<file path="src/rtl/gc_init_loader.sv">
// Global-controller initializer: captures selector, IC, restart, program-block,
// IC-select and iteration-variable words from the shared configuration bus.
module gc_init_loader #(
  parameter int DIMENSION                = 3,
  parameter int IVAR_WIDTH               = 16,
  parameter int BUS_WIDTH                = 16,
  parameter int SELECT_WIDTH             = 3,
  parameter int SELECT_ID                = 2,
  parameter int MAX_NO_OF_PROGRAM_BLOCKS = 12,
  parameter int NUM_OF_IC_SIGNALS        = 3
) (
  input  logic                                 conf_clk,
  input  logic                                 reset,
  input  logic [BUS_WIDTH-1:0]                 conf_bus,
  input  logic                                 conf_valid,
  input  logic [SELECT_WIDTH-1:0]              sel,
  input  logic                                 rearm,
  output logic                                 conf_ack,
  output logic                                 conf_error,
  output logic                                 busy,
  output logic [0:DIMENSION*IVAR_WIDTH-1]      init_ivar,
  output logic [0:NUM_OF_IC_SIGNALS-1]         init_ic,
  output logic [DIMENSION-1:0]                 output_selector,
  output logic                                 restart_mode,
  output logic [MAX_NO_OF_PROGRAM_BLOCKS-1:0]  pb_selector,
  output logic [NUM_OF_IC_SIGNALS-1:0]         ic_selector
);

  localparam int PB_WORDS   = (MAX_NO_OF_PROGRAM_BLOCKS + BUS_WIDTH - 1) / BUS_WIDTH;
  localparam int IVAR_WORDS = (IVAR_WIDTH + BUS_WIDTH - 1) / BUS_WIDTH;
  localparam int PBW_W      = (PB_WORDS > 1) ? $clog2(PB_WORDS) : 1;
  localparam int IVP_W      = (IVAR_WORDS > 1) ? $clog2(IVAR_WORDS) : 1;
  localparam int K_W        = (DIMENSION > 1) ? $clog2(DIMENSION) : 1;
  localparam int N_W        = $clog2(DIMENSION + 1);

  typedef enum logic [2:0] {
    S_OSEL, S_IC, S_RST, S_PB, S_ICSEL, S_IVAR, S_DONE
  } state_t;

  state_t                               state_q;
  logic [PBW_W-1:0]                     pbw_q;
  logic [IVP_W-1:0]                     ivp_q;
  logic [K_W-1:0]                       ivk_q;
  logic [N_W-1:0]                       n_q;
  logic                                 ack_q;
  logic                                 err_q;
  logic [DIMENSION-1:0]                 osel_q;
  logic [NUM_OF_IC_SIGNALS-1:0]         ic_q;
  logic                                 rst_mode_q;
  logic [MAX_NO_OF_PROGRAM_BLOCKS-1:0]  pb_q;
  logic [NUM_OF_IC_SIGNALS-1:0]         icsel_q;
  logic [IVAR_WIDTH-1:0]                ivar_q [DIMENSION];

  logic [IVAR_WIDTH-1:0]                ivar_d [DIMENSION];
  logic [MAX_NO_OF_PROGRAM_BLOCKS-1:0]  pb_d;
  logic [PB_WORDS*BUS_WIDTH-1:0]        pb_wide;
  logic [N_W-1:0]                       n_d;
  logic [N_W-1:0]                       run_len;
  logic                                 run_open;
  logic [DIMENSION-1:0]                 osel_word;
  logic [DIMENSION:0]                   osel_ext;
  logic                                 osel_bad;
  logic                                 accept;
  logic                                 last_ivar_word;

  assign accept = (sel == SELECT_WIDTH'(SELECT_ID)) && conf_valid && !ack_q && !rearm;
  assign last_ivar_word = (int'(ivk_q) == int'(n_q) - 1) && (int'(ivp_q) == IVAR_WORDS - 1);

  // Active dimensions = run of ones from bit 0; a valid mask has no holes above it.
  always_comb begin
    osel_word = conf_bus[DIMENSION-1:0];
    osel_ext  = {1'b0, osel_word};
    run_len   = '0;
    run_open  = 1'b1;
    for (int i = 0; i < DIMENSION; i++) begin
      if (run_open && osel_word[i]) begin
        run_len = run_len + N_W'(1);
      end else begin
        run_open = 1'b0;
      end
    end
    n_d      = (run_len == '0) ? N_W'(1) : run_len;
    osel_bad = (osel_word == '0) ||
               ((osel_ext & (osel_ext + {{DIMENSION{1'b0}}, 1'b1})) != '0);
  end

  always_comb begin
    pb_wide = '0;
    pb_wide[MAX_NO_OF_PROGRAM_BLOCKS-1:0] = pb_q;
    pb_wide[int'(pbw_q)*BUS_WIDTH +: BUS_WIDTH] = conf_bus;
    pb_d = pb_wide[MAX_NO_OF_PROGRAM_BLOCKS-1:0];
  end

  generate
    for (genvar gi = 0; gi < DIMENSION; gi++) begin : g_ivar
      logic [IVAR_WORDS*BUS_WIDTH-1:0] ivar_wide;
      always_comb begin
        ivar_wide = '0;
        ivar_wide[IVAR_WIDTH-1:0] = ivar_q[gi];
        ivar_wide[int'(ivp_q)*BUS_WIDTH +: BUS_WIDTH] = conf_bus;
      end
      assign ivar_d[gi] = ivar_wide[IVAR_WIDTH-1:0];
      assign init_ivar[gi*IVAR_WIDTH +: IVAR_WIDTH] = ivar_q[gi];
    end
    for (genvar gi = 0; gi < NUM_OF_IC_SIGNALS; gi++) begin : g_ic
      assign init_ic[gi] = ic_q[gi];
    end
  endgenerate

  always_ff @(posedge conf_clk or posedge reset) begin
    if (reset) begin
      state_q    <= S_OSEL;
      pbw_q      <= '0;
      ivp_q      <= '0;
      ivk_q      <= '0;
      n_q        <= '0;
      ack_q      <= 1'b0;
      err_q      <= 1'b0;
      osel_q     <= '0;
      ic_q       <= '0;
      rst_mode_q <= 1'b0;
      pb_q       <= '0;
      icsel_q    <= '0;
      for (int k = 0; k < DIMENSION; k++) ivar_q[k] <= '0;
    end else if (rearm) begin
      state_q <= S_OSEL;
      pbw_q   <= '0;
      ivp_q   <= '0;
      ivk_q   <= '0;
      ack_q   <= 1'b0;
      err_q   <= 1'b0;
    end else if (accept) begin
      case (state_q)
        S_OSEL: begin
          osel_q  <= osel_word;
          n_q     <= n_d;
          if (osel_bad) err_q <= 1'b1;
          state_q <= S_IC;
        end
        S_IC: begin
          ic_q    <= conf_bus[NUM_OF_IC_SIGNALS-1:0];
          state_q <= S_RST;
        end
        S_RST: begin
          rst_mode_q <= conf_bus[0];
          state_q    <= S_PB;
        end
        S_PB: begin
          pb_q <= pb_d;
          if (int'(pbw_q) == PB_WORDS - 1) begin
            pbw_q   <= '0;
            state_q <= S_ICSEL;
          end else begin
            pbw_q <= pbw_q + PBW_W'(1);
          end
        end
        S_ICSEL: begin
          icsel_q <= conf_bus[NUM_OF_IC_SIGNALS-1:0];
          state_q <= S_IVAR;
        end
        S_IVAR: begin
          for (int k = 0; k < DIMENSION; k++) begin
            if (int'(ivk_q) == k) ivar_q[k] <= ivar_d[k];
          end
          if (last_ivar_word) begin
            ack_q   <= 1'b1;
            ivp_q   <= '0;
            ivk_q   <= '0;
            state_q <= S_DONE;
          end else if (int'(ivp_q) == IVAR_WORDS - 1) begin
            ivp_q <= '0;
            ivk_q <= ivk_q + K_W'(1);
          end else begin
            ivp_q <= ivp_q + IVP_W'(1);
          end
        end
        default: ;
      endcase
    end
  end

  assign conf_ack        = ack_q;
  assign conf_error      = err_q;
  assign busy            = (state_q != S_OSEL) && !ack_q;
  assign output_selector = osel_q;
  assign restart_mode    = rst_mode_q;
  assign pb_selector     = pb_q;
  assign ic_selector     = icsel_q;

endmodule

</file>
<file path="config.mk">
export PLATFORM = sky130hd
export DESIGN_NAME = gc_init_loader
export DESIGN_NICKNAME = d
export VERILOG_FILES = /design/src/rtl/gc_init_loader.sv
export SDC_FILE = /design/constraint.sdc
export NUM_CORES = 1
export LEC_CHECK = 0
export ABC_AREA = 1
export ABC_CLOCK_PERIOD_IN_PS = 5980
export CAP_MARGIN = 20
export CORE_MARGIN = 2
export CORE_UTILIZATION = 31
export CTS_BUF_LIST = sky130_fd_sc_hd__clkbuf_4 sky130_fd_sc_hd__clkbuf_8
export CTS_CLUSTER_SIZE = 10
export DETAILED_ROUTE_END_ITERATION = 12
export MAX_ROUTING_LAYER = met4
export PLACE_DENSITY = 0.68
export SLEW_MARGIN = 20
export SYNTH_ARGS = -nofsm -noshare
export SYNTH_HDL_FRONTEND = slang
export SYNTH_SLANG_ARGS = --single-unit
</file>
<file path="constraint.sdc">
create_clock -name conf_clk -period 5.98 [get_ports conf_clk]
set_input_delay 1.196 -clock conf_clk [delete_from_list [all_inputs] [get_ports conf_clk]]
set_output_delay 1.196 -clock conf_clk [all_outputs]
set_load 0.01 [all_outputs]
</file>
== Word-level counts from Yosys, hierarchy flattened ==
Index checks and enable logic that the tools add are counted.
Word-level totals
  register bits: 81
  bits of input ports: 23
  output and inout bits: 73
  word-level logic and storage cells: 117
Cells by class
  add/subtract/negate cells: 9
  eq/ne operators: 12
  shift operators: 4
  muxes and demuxes: 37
  bitwise logic cells: 3
  reduce and logical (&&, ||, !) cells: 37
Operators with widths (number)
  5-bit negation with 33-bit output: 2
  16-bit by 33-bit variable shift with 16-bit output (first input constant): 2
  16-bit by 33-bit variable part select with 16-bit output: 2
  16-bit bitwise mux: 4
  3-bit AND reduction: 8
  1-bit 2-to-1 mux: 20
  3-bit one-hot mux with 6 select lines: 1
  2-bit 2-to-1 mux: 8
  4-bit AND reduction: 4
  3-bit 2-to-1 mux: 4
  2-bit nonzero test: 6
  3-bit by 2-bit equality test with 1-bit output (second input constant): 3
  1-bit logical AND: 7
  7-bit nonzero test: 1
  3-bit equality test (second input constant): 2
  3-bit zero test: 2
  3-bit != test (second input constant): 2
  2-bit by 1-bit adder with 2-bit output (second input constant): 2
  3-bit by 1-bit adder with 4-bit output (second input constant): 1
  3-bit by 4-bit bitwise AND with 4-bit output: 1
  2-bit equality test (second input constant): 2
  2-bit zero test: 2
  2-bit AND reduction: 2
  4-bit nonzero test: 1
  10 further kinds: 13

== Longest topological paths before layout ==
  depth in word-level cells: 8
  depth in mapped cells: 10
  gate-level depth less buffers: 10

== Worst setup path before layout ==
Ideal clock, no wire load.
  kind: in2reg
  from: input sel[0]
  to: register ivar_q, in the netlist init_ivar[0]
  library setup time: 116 ps
  arrival: 2107 ps
  path slack: 3756 ps
  stages: 7
  buffers on the path: 1
  path through: nor2_2 nand3_4 nor3_4 nand2_4 buf_6 nand2_1 nand2_1
On the way
  cells in the longest elaborated chain, start to end: 5
RTL lines
  start: declaration: RTL line 16  | input logic [SELECT_WIDTH-1:0] sel,
  3-bit by 2-bit equality test with 1-bit output: RTL line 66  | assign accept = (sel == SELECT_WIDTH'(SELECT_ID)) && conf_valid && !ack_q && !rearm;
  1-bit logical AND (3 in a row): RTL line 66
  4-bit AND reduction (no line)
  end: declaration: RTL line 52  | logic [IVAR_WIDTH-1:0] ivar_q [DIMENSION];
No other way between the ends.
A chain may end at the register's enable or synchronous reset.

== Final worst setup path ==
  from: register state_q[2]
  to: output busy
On the way
  cells in the longest elaborated chain, start to end: 2
RTL lines
  start: declaration: RTL line 40  | state_t state_q;
  start signal: assignment: RTL line 112  | state_q <= S_OSEL;
  start signal: assignment: RTL line 126  | state_q <= S_OSEL;
  start signal: assignment: RTL line 138  | state_q <= S_IC;
  3-bit nonzero test: RTL line 184  | assign busy = (state_q != S_OSEL) && !ack_q;
  1-bit logical AND: RTL line 184
  end: declaration: RTL line 20  | output logic busy,
No other way between the ends.

==> run metrics <==
status finished, final reports clean; vias per cell 4.56; Syn. warnings 0; setup bufs post-CTS 0; Routed Antenna Nets 0; Area Growth Syn to Fin 38.1%; hold_ws 0.482 ns; max-slew violations 0; # H-tree levels 3; Max-Cap Viols 0; CTS Hold Bufs 0; Post-Route Skew 0.00714 ns; HP Class reg -> reg; Die W 109 um; Fmax 332 MHz; vias in the first global route 2,923; Fin. Hold Viols 0; Data arrival, critical path 1.82 ns; final core occ 0.437; Synth Area in XOR/XNOR 0; DRT Wirelength 8.96 mm; drt drc 0; fin crit period 3.01 ns; mux share of post-synthesis cell area 0; CP endpoint kind primary output; vias 2,890; Peak VDD IR 0.0930 mV; Compound-Gate Fraction of Synth Area 0.0298; detail-routed net length per standard cell 14.1 um; CTS Root Cell clkbuf_8; starting density of the core 0.316; CTS tree yes; Slew HR 0.440; core area 10,700 um^2; nets 517; cell row count 38; final worst slack 2.97 ns; area share of fa/ha/maj cells after synthesis 0.0184; fin crit share 0.504; Worst Path Max Fanout 6; global-route usage over all layers 0.167; # clock sinks 79; Skew-Pair Late Insertion Delay 0.36 ns; RePlAce Congestion 0.784; clock transition at the registers of the reported paths 0.08 ns; final setup vio count 0; Die ar. 11,800 um^2; # diodes 0; largest net degree at the start of global routing 68; total gr overflow 0; die height 109 um; synth unique cells 21; Synth Flop Type dfrtp_1; layout cells sized above 1 0.0749; Post-DP Area 4460 um^2; Seq/Total Area, Yosys 0.582; P_leak 2.38 nW; total negative slack 0 ns; Pre-antenna DRT Iters 4; WS Path Type reg -> out; Pwr Density 239 nW/um^2; final-layout fill cell count 1,081; #FFs+latches synth 79; CTS buffer count 9; Iter 0 DRT Violations 131; Ports 96; Max clock buf depth 2; number of port buffers 95; Post-CTS Resized 0; syn_nets 419; post-layout instance area 4690 um^2; largest family of logic cells by synthesized area simple AND/OR/NAND/NOR gates; first-pass GRT wire length 14.6 mm; worst-margin pin slew 0.840 ns; simple-gate area share of the yosys netlist 0.321; RSZ-0062 raised after global routing no; HPWL Detailed 6.40 mm; Avg Cell Area, Syn 8.68 um^2; Gate Count Post-Synth 391; initial antenna violation count 0; required time of the critical path 4.78 ns; pre-CTS setup slack 2.79 ns; EDFF count, synth 0; Mapped Area 3400 um^2; startpoint types register; ys async rst share 1.00
## cells in the mapped netlist (2+ instances only)
| cell | number | share of area |
|---|---|---|
| nand2_1 | 205 | 0.23 |
| dfrtp_1 | 79 | 0.58 |
| nand3_1 | 21 | 0.031 |
| inv_1 | 19 | 0.021 |
| o21ai_1 | 18 | 0.027 |
| nor2_1 | 12 | 0.013 |
| ha_1 | 5 | 0.018 |
| inv_2 | 5 | 0.0055 |
| nand2_4 | 4 | 0.013 |
| nor2_4 | 4 | 0.013 |
| buf_2 | 3 | 0.0044 |
| buf_4 | 3 | 0.0066 |
| buf_6 | 3 | 0.0099 |
| nand3_4 | 2 | 0.010 |
| nor2_2 | 2 | 0.0037 |
## sequential cells by signal, indices dropped and copies added (netlist names)
signal           flops
conf_ack             1
conf_error           1
ic_q                 3
ic_selector          3
init_ivar           48
ivk_q                2
n_q                  2
output_selector      3
pb_selector         12
restart_mode         1
state_q              3
## metrics by stage
step	total power, mW	instances
3_5_place_dp	0.674	618
6_report	1.12	634
3_3_place_gp	0.670	618
2_1_floorplan	0.619	391
5_1_grt	1.16	634
4_1_cts	1.13	634
## worst paths after layout
kind,startpoint,end,slack [ns],depth (start not counted)
worst min-delay path,init_ivar[17],init_ivar[17],0.48,2
worst max register to register,conf_ack,pb_selector[10],4.00,6
min in group asynchronous,reset,restart_mode,1.06,2
worst min register to register,init_ivar[17],init_ivar[17],0.48,2
max in group asynchronous,reset,init_ivar[38],3.83,3
worst max-delay path,state_q[2],busy,2.97,5
## area by class of cell
cell class / count / area, um^2 / area share
sequential: 79 / 1980 / 0.421
multi-input combinational: 278 / 1250 / 0.267
timing repair buffer: 96 / 958 / 0.204
tap: 140 / 175 / 0.0373
clock buffer: 11 / 151 / 0.0323
inverter: 25 / 95.1 / 0.0203
clock inverter: 5 / 80.1 / 0.0171
## metal layers
metal  up-vias  GRT usage  share of wire
li1       1409          -              -
met1      1371      0.206           0.43
met2        88      0.264           0.48
met3        22     0.0377          0.060
met4         0     0.0705          0.025
met5         -          -              0
## worst max-delay path, cell delays in order (launching register included)
cell	delay, ns
dfrtp_1	0.51
inv_1	0.13
nand3_1	0.13
inv_1	0.07
nor2_1	0.08
clkdlybuf4s50_1	0.54
## cell usage in the layout (no fill, tap or decap)
cell,count
nand2_1,205
clkdlybuf4s50_1,95
dfrtp_1,79
nand3_1,21
inv_1,18
o21ai_1,18
nor2_1,12
clkbuf_8,11
inv_2,5
ha_1,5
nor2_4,4
nand2_4,4
nand3_4,2
nor2_2,2
clkinv_2,2
clkinvlp_4,2
bufinv_16,2
nor3_4,1
nor3_2,1
o21ai_0,1
a31oi_1,1
clkinv_1,1
nand4_1,1
buf_4,1
## kinds of logic after synthesis
group / after synthesis
AO/OA/AOI/OAI: 20
adder cells (fa/ha/maj): 5
buffers and inverters: 34
flip-flops: 79
AND/OR/NAND/NOR: 253
## where the power goes
group          total (mW)  switching, mW  internal (mW)
logic               0.107         0.0614         0.0451
registers           0.556        0.00879          0.547
clock network       0.457          0.200          0.257
Note: power is estimated with default switching activity, not from simulation.
